<file path="src/rtl/cdc_handshake_tx.sv">
// rtl/cdc_handshake_tx.sv - launch side of a 2-phase toggle req/ack CDC for a multi-bit word
// Optional ack timeout with sticky error: define CDC_TX_TIMEOUT_EN.
module cdc_handshake_tx #(
  parameter int DATA_WIDTH     = 32,
  parameter int SYNC_STAGES    = 2,
  parameter int TIMEOUT_CYCLES = 1024
) (
  input  logic                  i_clk,
  input  logic                  i_rst_n,
  input  logic [DATA_WIDTH-1:0] i_data,
  input  logic                  i_valid,
  output logic                  o_ready,
  output logic [DATA_WIDTH-1:0] o_xdata,
  output logic                  o_xreq,
  input  logic                  i_xack,
  output logic                  o_timeout
);

  localparam logic [1:0] ST_IDLE     = 2'd0;
  localparam logic [1:0] ST_WAIT_ACK = 2'd1;
`ifdef CDC_TX_TIMEOUT_EN
  localparam logic [1:0] ST_ERROR    = 2'd2;
  localparam int         CNT_W       = $clog2(TIMEOUT_CYCLES + 1);
`endif

  logic [SYNC_STAGES-1:0] ack_sync_q;
  logic                   ack_s;
  logic                   ack_match;
  logic                   accept;

  logic [1:0]             state_q, state_d;
  logic                   ready_q, ready_d;
  logic                   xreq_q, xreq_d;
  logic [DATA_WIDTH-1:0]  xdata_q, xdata_d;
`ifdef CDC_TX_TIMEOUT_EN
  logic [CNT_W-1:0]       cnt_q, cnt_d;
  logic                   timeout_q, timeout_d;
`endif

  // Resynchronise the far-side ack level; the first flop sees i_xack directly.
  // The chain clears on reset, so an ack held high across a local reset reaches
  // ack_s only after SYNC_STAGES edges.
  always_ff @(posedge i_clk or negedge i_rst_n) begin
    if (!i_rst_n) begin
      ack_sync_q <= '0;
    end else begin
      ack_sync_q <= {ack_sync_q[SYNC_STAGES-2:0], i_xack};
    end
  end

  assign ack_s     = ack_sync_q[SYNC_STAGES-1];
  assign ack_match = (ack_s == xreq_q);
  assign accept    = i_valid & ready_q & (state_q == ST_IDLE);

  // Next-state logic: capture and toggle on accept, then hold until the ack echo matches.
  always_comb begin
    state_d = state_q;
    ready_d = ready_q;
    xreq_d  = xreq_q;
    xdata_d = xdata_q;
`ifdef CDC_TX_TIMEOUT_EN
    cnt_d     = cnt_q;
    timeout_d = timeout_q;
`endif
    case (state_q)
      ST_IDLE: begin
        if (accept) begin
          xdata_d = i_data;
          xreq_d  = ~xreq_q;
          ready_d = 1'b0;
          state_d = ST_WAIT_ACK;
`ifdef CDC_TX_TIMEOUT_EN
          cnt_d   = '0;
`endif
        end else begin
          ready_d = ack_match;
        end
      end
      ST_WAIT_ACK: begin
        ready_d = 1'b0;
        if (ack_match) begin
          state_d = ST_IDLE;
          ready_d = 1'b1;
`ifdef CDC_TX_TIMEOUT_EN
        end else if (cnt_q == CNT_W'(TIMEOUT_CYCLES - 1)) begin
          state_d   = ST_ERROR;
          timeout_d = 1'b1;
        end else begin
          cnt_d = cnt_q + CNT_W'(1);
`endif
        end
      end
`ifdef CDC_TX_TIMEOUT_EN
      ST_ERROR: begin
        ready_d = 1'b0;
      end
`endif
      default: begin
        state_d = ST_IDLE;
        ready_d = 1'b0;
      end
    endcase
  end

  // Handshake state and the crossing data/req registers.
  always_ff @(posedge i_clk or negedge i_rst_n) begin
    if (!i_rst_n) begin
      state_q <= ST_IDLE;
      ready_q <= 1'b0;
      xreq_q  <= 1'b0;
      xdata_q <= '0;
    end else begin
      state_q <= state_d;
      ready_q <= ready_d;
      xreq_q  <= xreq_d;
      xdata_q <= xdata_d;
    end
  end

`ifdef CDC_TX_TIMEOUT_EN
  // Wait counter and sticky timeout flag.
  always_ff @(posedge i_clk or negedge i_rst_n) begin
    if (!i_rst_n) begin
      cnt_q     <= '0;
      timeout_q <= 1'b0;
    end else begin
      cnt_q     <= cnt_d;
      timeout_q <= timeout_d;
    end
  end

  assign o_timeout = timeout_q;
`else
  assign o_timeout = 1'b0;
`endif

  assign o_ready = ready_q;
  assign o_xreq  = xreq_q;
  assign o_xdata = xdata_q;

endmodule

</file>
<file path="config.mk">
export PLATFORM = sky130hd
export DESIGN_NAME = cdc_handshake_tx
export DESIGN_NICKNAME = d
export VERILOG_FILES = /design/src/rtl/cdc_handshake_tx.sv
export SDC_FILE = /design/constraint.sdc
export NUM_CORES = 1
export LEC_CHECK = 0
export BUFFER_PORTS_ARGS = -buffer_cell sky130_fd_sc_hd__buf_2
export CAP_MARGIN = 20
export CORE_ASPECT_RATIO = 1.1
export CORE_MARGIN = 2
export CORE_UTILIZATION = 23
export CTS_BUF_LIST = sky130_fd_sc_hd__clkbuf_4 sky130_fd_sc_hd__clkbuf_8
export CTS_CLUSTER_SIZE = 24
export DETAILED_ROUTE_END_ITERATION = 7
export SYNTH_ARGS = -nofsm -noshare
export SYNTH_HDL_FRONTEND = slang
export SYNTH_SLANG_ARGS = --single-unit
</file>
<file path="constraint.sdc">
create_clock -name i_clk -period 3.4 [get_ports i_clk]
set_clock_uncertainty 0.2 [all_clocks]
set_input_delay 0 -clock i_clk [delete_from_list [all_inputs] [get_ports i_clk]]
set_output_delay 0 -clock i_clk [all_outputs]
set_load 0.01 [all_outputs]
</file>
Yosys cells after proc, flatten, opt, wreduce, memory -nomap -nowiden:

Cells that the tools add are included.

* bits in registers: 38
* input bits: 36
* output and inout port bits: 35
* logic and storage cells: 21

* eq/ne operators: 4
* multiplexer cells: 6
* bitwise operators: 3
* reductions and logical operators: 3

Operators with widths (count)
* 2-bit 2-to-1 mux: 2
* 2-bit != test, second input constant: 2
* 2-bit case mux with 2 select lines: 1
* 2-bit AND reduction: 2
* 1-bit bitwise AND: 2
* 2-bit by 1-bit equality test with 1-bit output, second input constant: 1
* 2-bit logical NOT: 1
* 1-bit 2-to-1 mux: 2
* 1-bit case mux with 2 select lines: 1
* 1-bit equality test: 1
* 1-bit inverter: 1

Depth between registers and ports, before layout:

* depth after elaboration: 4
* mapped depth: 3
* depth with buffers taken out: 2

Least setup slack after synthesis:

OpenSTA, ideal clock, no wires.

* path type: register to register
* start point: reg ready_q (netlist: o_ready)
* end point: reg xdata_q[0] (netlist: o_xdata[0])
* library setup time: 125 ps
* arrival time: 1039 ps
* data required time: 3075 ps
* slack: 2036 ps
* cell stages (with the launch flop): 4
* buffers on the path: 1
* clock period less this slack: 1364 ps
* path through: dfrtp_1 -> nand3b_4 -> buf_6 -> mux2_4

* longest elaborated chain between the ends: 3

RTL lines
* from (decl): RTL line 32 `logic ready_q, ready_d;`
* from (signal assigned): RTL line 114 `ready_q <= ready_d;`
* 1-bit bitwise AND (2 in series): RTL line 53 `assign accept = i_valid & ready_q & (state_q == ST_IDLE);`
* 2-bit AND reduction (no line)
* to (signal assigned): RTL line 116 `xdata_q <= xdata_d;`
* to (decl): RTL line 34 `logic [DATA_WIDTH-1:0] xdata_q, xdata_d;`

Every way passes these cells.
A chain may end at the register's enable or synchronous reset.

Worst setup path in the final report:

* start point: reg state_q[0]
* end point: reg xdata_q[5] (netlist: o_xdata[5])

* longest elaborated chain between the ends: 3

RTL lines
* from (decl): RTL line 31 `logic [1:0] state_q, state_d;`
* from (signal assigned): RTL line 113 `state_q <= state_d;`
* 2-bit logical NOT *: RTL line 53, 65
* 1-bit bitwise AND: RTL line 53
* 2-bit AND reduction (no line) *

Every way passes the cells marked *; elsewhere a longest branch is shown, timed or not.

==> metrics.txt <==
n_diodes 0; DP Area 1889 um2; # nets final 222; # setup viols final 0; FF-to-FF Start state_q[0]; worst hold slack 0.1414 ns; max-slew violation count 0; Max stage delay cell, worst path nand3b_4; total grt overflow 0; Worst Path Arrival between 1.5 and 2 ns; I/O Buffers between 60 and 70; Die ar. 7117 um2; worst reg2reg setup slack 1.61 ns; Clock H-tree levels 2; Peak VDD IR between 0.2 and 0.3 mV; post-synthesis register bit count 37; Slowest Stage Delay on Critical Path roughly 0.56 ns; fin cells about 270; Worst setup EP type flip-flop; minimum clock period between 1.5 and 2 ns; largest net degree at the start of global routing 38; Req. time, crit path 3.36 ns; LEAKAGE roughly 1.2 nW; Reg-to-Reg End o_xdata[5]; DRC violations left 0; crit path kind reg -> reg; Initial Util about a quarter; Die H just under 90 um; setup TNS 0 ns; Top delay family on crit path simple AND/OR/NAND/NOR gates; worst min path class in -> async; global-route wire length before repair roughly 4800 um; Via-to-Cell Ratio ~3.7; Yosys warnings 0; post-CTS sizing 0; DP HPWL roughly 2000 um; core area slightly above 6000 um2; post-synth cell types 11; worst-path cell chain nand3b_4 -> mux2_4; initial DRC count 9; register area share after synthesis between 60% and 70%; Worst-Skew Late Latency around 0.27 ns; Area Overhead vs Synth 56.28%; Pwr per Cell Area approximately 800 nW/um2; Net Count, Synth between 100 and 150; DRT antenna net count 0; via count slightly below 1000; cells on worst reg2reg path 2; Buf/Inv on CP 0; max_slew headroom between 40% and 50%; layout cells sized above 1 58.82%; Power Total 0.001893 W; DR pass1 iterations 3; post-DR wirelength/cell 11.84 um; synthesized cell area 1485 um2; status finished clean; post-CTS setup buffers 0; Critical Path Stages 2; design area between 2000 and 2500 um2; Sink Count 37; total track usage 9.240%; dpl cells approximately 230; routability cong. just under 0.7; worst slew pin tran 0.7871 ns; Max Buffers Root-to-Sink 2; Synth Instances 80; Num CTS Buffers 5; Hold Vio Cnt, Final 0; CTS clk-pin slew, worst paths roughly 0.07 ns; initial antenna violation count 0; Fmax ~560 MHz; CP Launch Type flip-flop; I/O pin count slightly above 70; Final period util 52.54%; max cap viols 0; Chip Width 80.62 um; hold buffers post-CTS 34; Routed WL 3162 um; Mean Syn Cell Area 18.56 um2; root buffer cell clkbuf_8; RSZ-0062 raised after global routing no; Max Fanout on Critical Path 35; Cell Rows 30; vias in the first global route ~1000; Worst Setup SP state_q[0]; Critical Path Sink o_xdata[5]; CTS tree done
placed cells by master (no fill, tap or decap):
| cell | count |
|---|---|
| buf_2 | 69 |
| dfrtp_1 | 37 |
| dlygate4sd3_1 | 34 |
| mux2_4 | 27 |
| mux2_2 | 5 |
| clkbuf_8 | 5 |
| clkbuf_4 | 3 |
| xnor2_1 | 2 |
| nand3b_4 | 1 |
| and2_1 | 1 |
| inv_1 | 1 |
| o21ai_0 | 1 |
| conb_1 | 1 |
synthesized netlist by cell type (all sizes together):
cell type | n | area share (%)
dfrtp | 37 | 62
mux2 | 32 | 31
buf | 4 | 2.8
xnor2 | 2 | 1.2
and2 | 1 | 0.42
conb | 1 | 0.25
inv | 1 | 0.25
nand3b | 1 | 1.3
o21ai | 1 | 0.34
worst min-delay path by stage:
stage / from / end / slack (ns) / cells past startpoint
floorplan: i_rst_n / ack_sync_q[0] / -0.50 / 0
global placement: i_xack / ack_sync_q[0] / -0.08 / 1
detailed placement: i_xack / ack_sync_q[0] / -0.09 / 1
CTS: i_xack / ack_sync_q[0] / 0.15 / 2
global route: i_xack / ack_sync_q[0] / 0.16 / 2
finish: i_rst_n / o_xdata[8] / 0.14 / 2
per-stage QoR:
step                setup slack [ns]  utilization [%]
global route                   1.510            37.47
finish                         1.614            37.47
global placement               1.633            30.51
CTS                            1.573            37.47
floorplan                      2.036                -
detailed placement             1.580            30.51
metal layers:
metal  GRT usage [%]  routed length, um  vias to the layer above
met5               0                  0                        -
met4           5.085                 76                        0
met3           3.367                192                        5
met2           15.61               1629                       35
met1           10.10               1264                      470
li1                -                  -                      481
flip-flops by register name, indices dropped and copies added, names as in the netlist:
name and count:
o_ready 1, o_xdata 32, state_q 1, o_xreq 1
ack_sync_q 2
logic make-up (layout without fill, tap and decap cells):
group                     Yosys count  in the layout  synth area share [%]
buffers and inverters               5            112                 3.033
other                               1              1                0.2525
muxes                              32             32                 31.09
and+or+nand+nor                     2              2                 1.769
DFF                                37             37                 62.34
AOI/OAI and AO/OA                   1              1                0.3367
xor gates and xnor gates            2              2                 1.180
layout make-up:
| class | instances | area (um2) |
|---|---|---|
| clock buffer | 8 | 91.34 |
| multi-input combinational | 38 | 514.2 |
| fill | 591 | 3872 |
| inverter | 1 | 3.754 |
| timing repair buffer | 103 | 685.7 |
| tap | 80 | 100.1 |
| sequential | 37 | 925.9 |
report_power, final:
group | total [W] | internal (W) | switching [W]
combinational | 0.000815 | 0.000500 | 0.000315
sequential | 0.000773 | 0.000656 | 0.000117
clock | 0.000304 | 0.000169 | 0.000135
total | 0.00189 | 0.00133 | 0.000567
(Power assumes the default switching activity.)
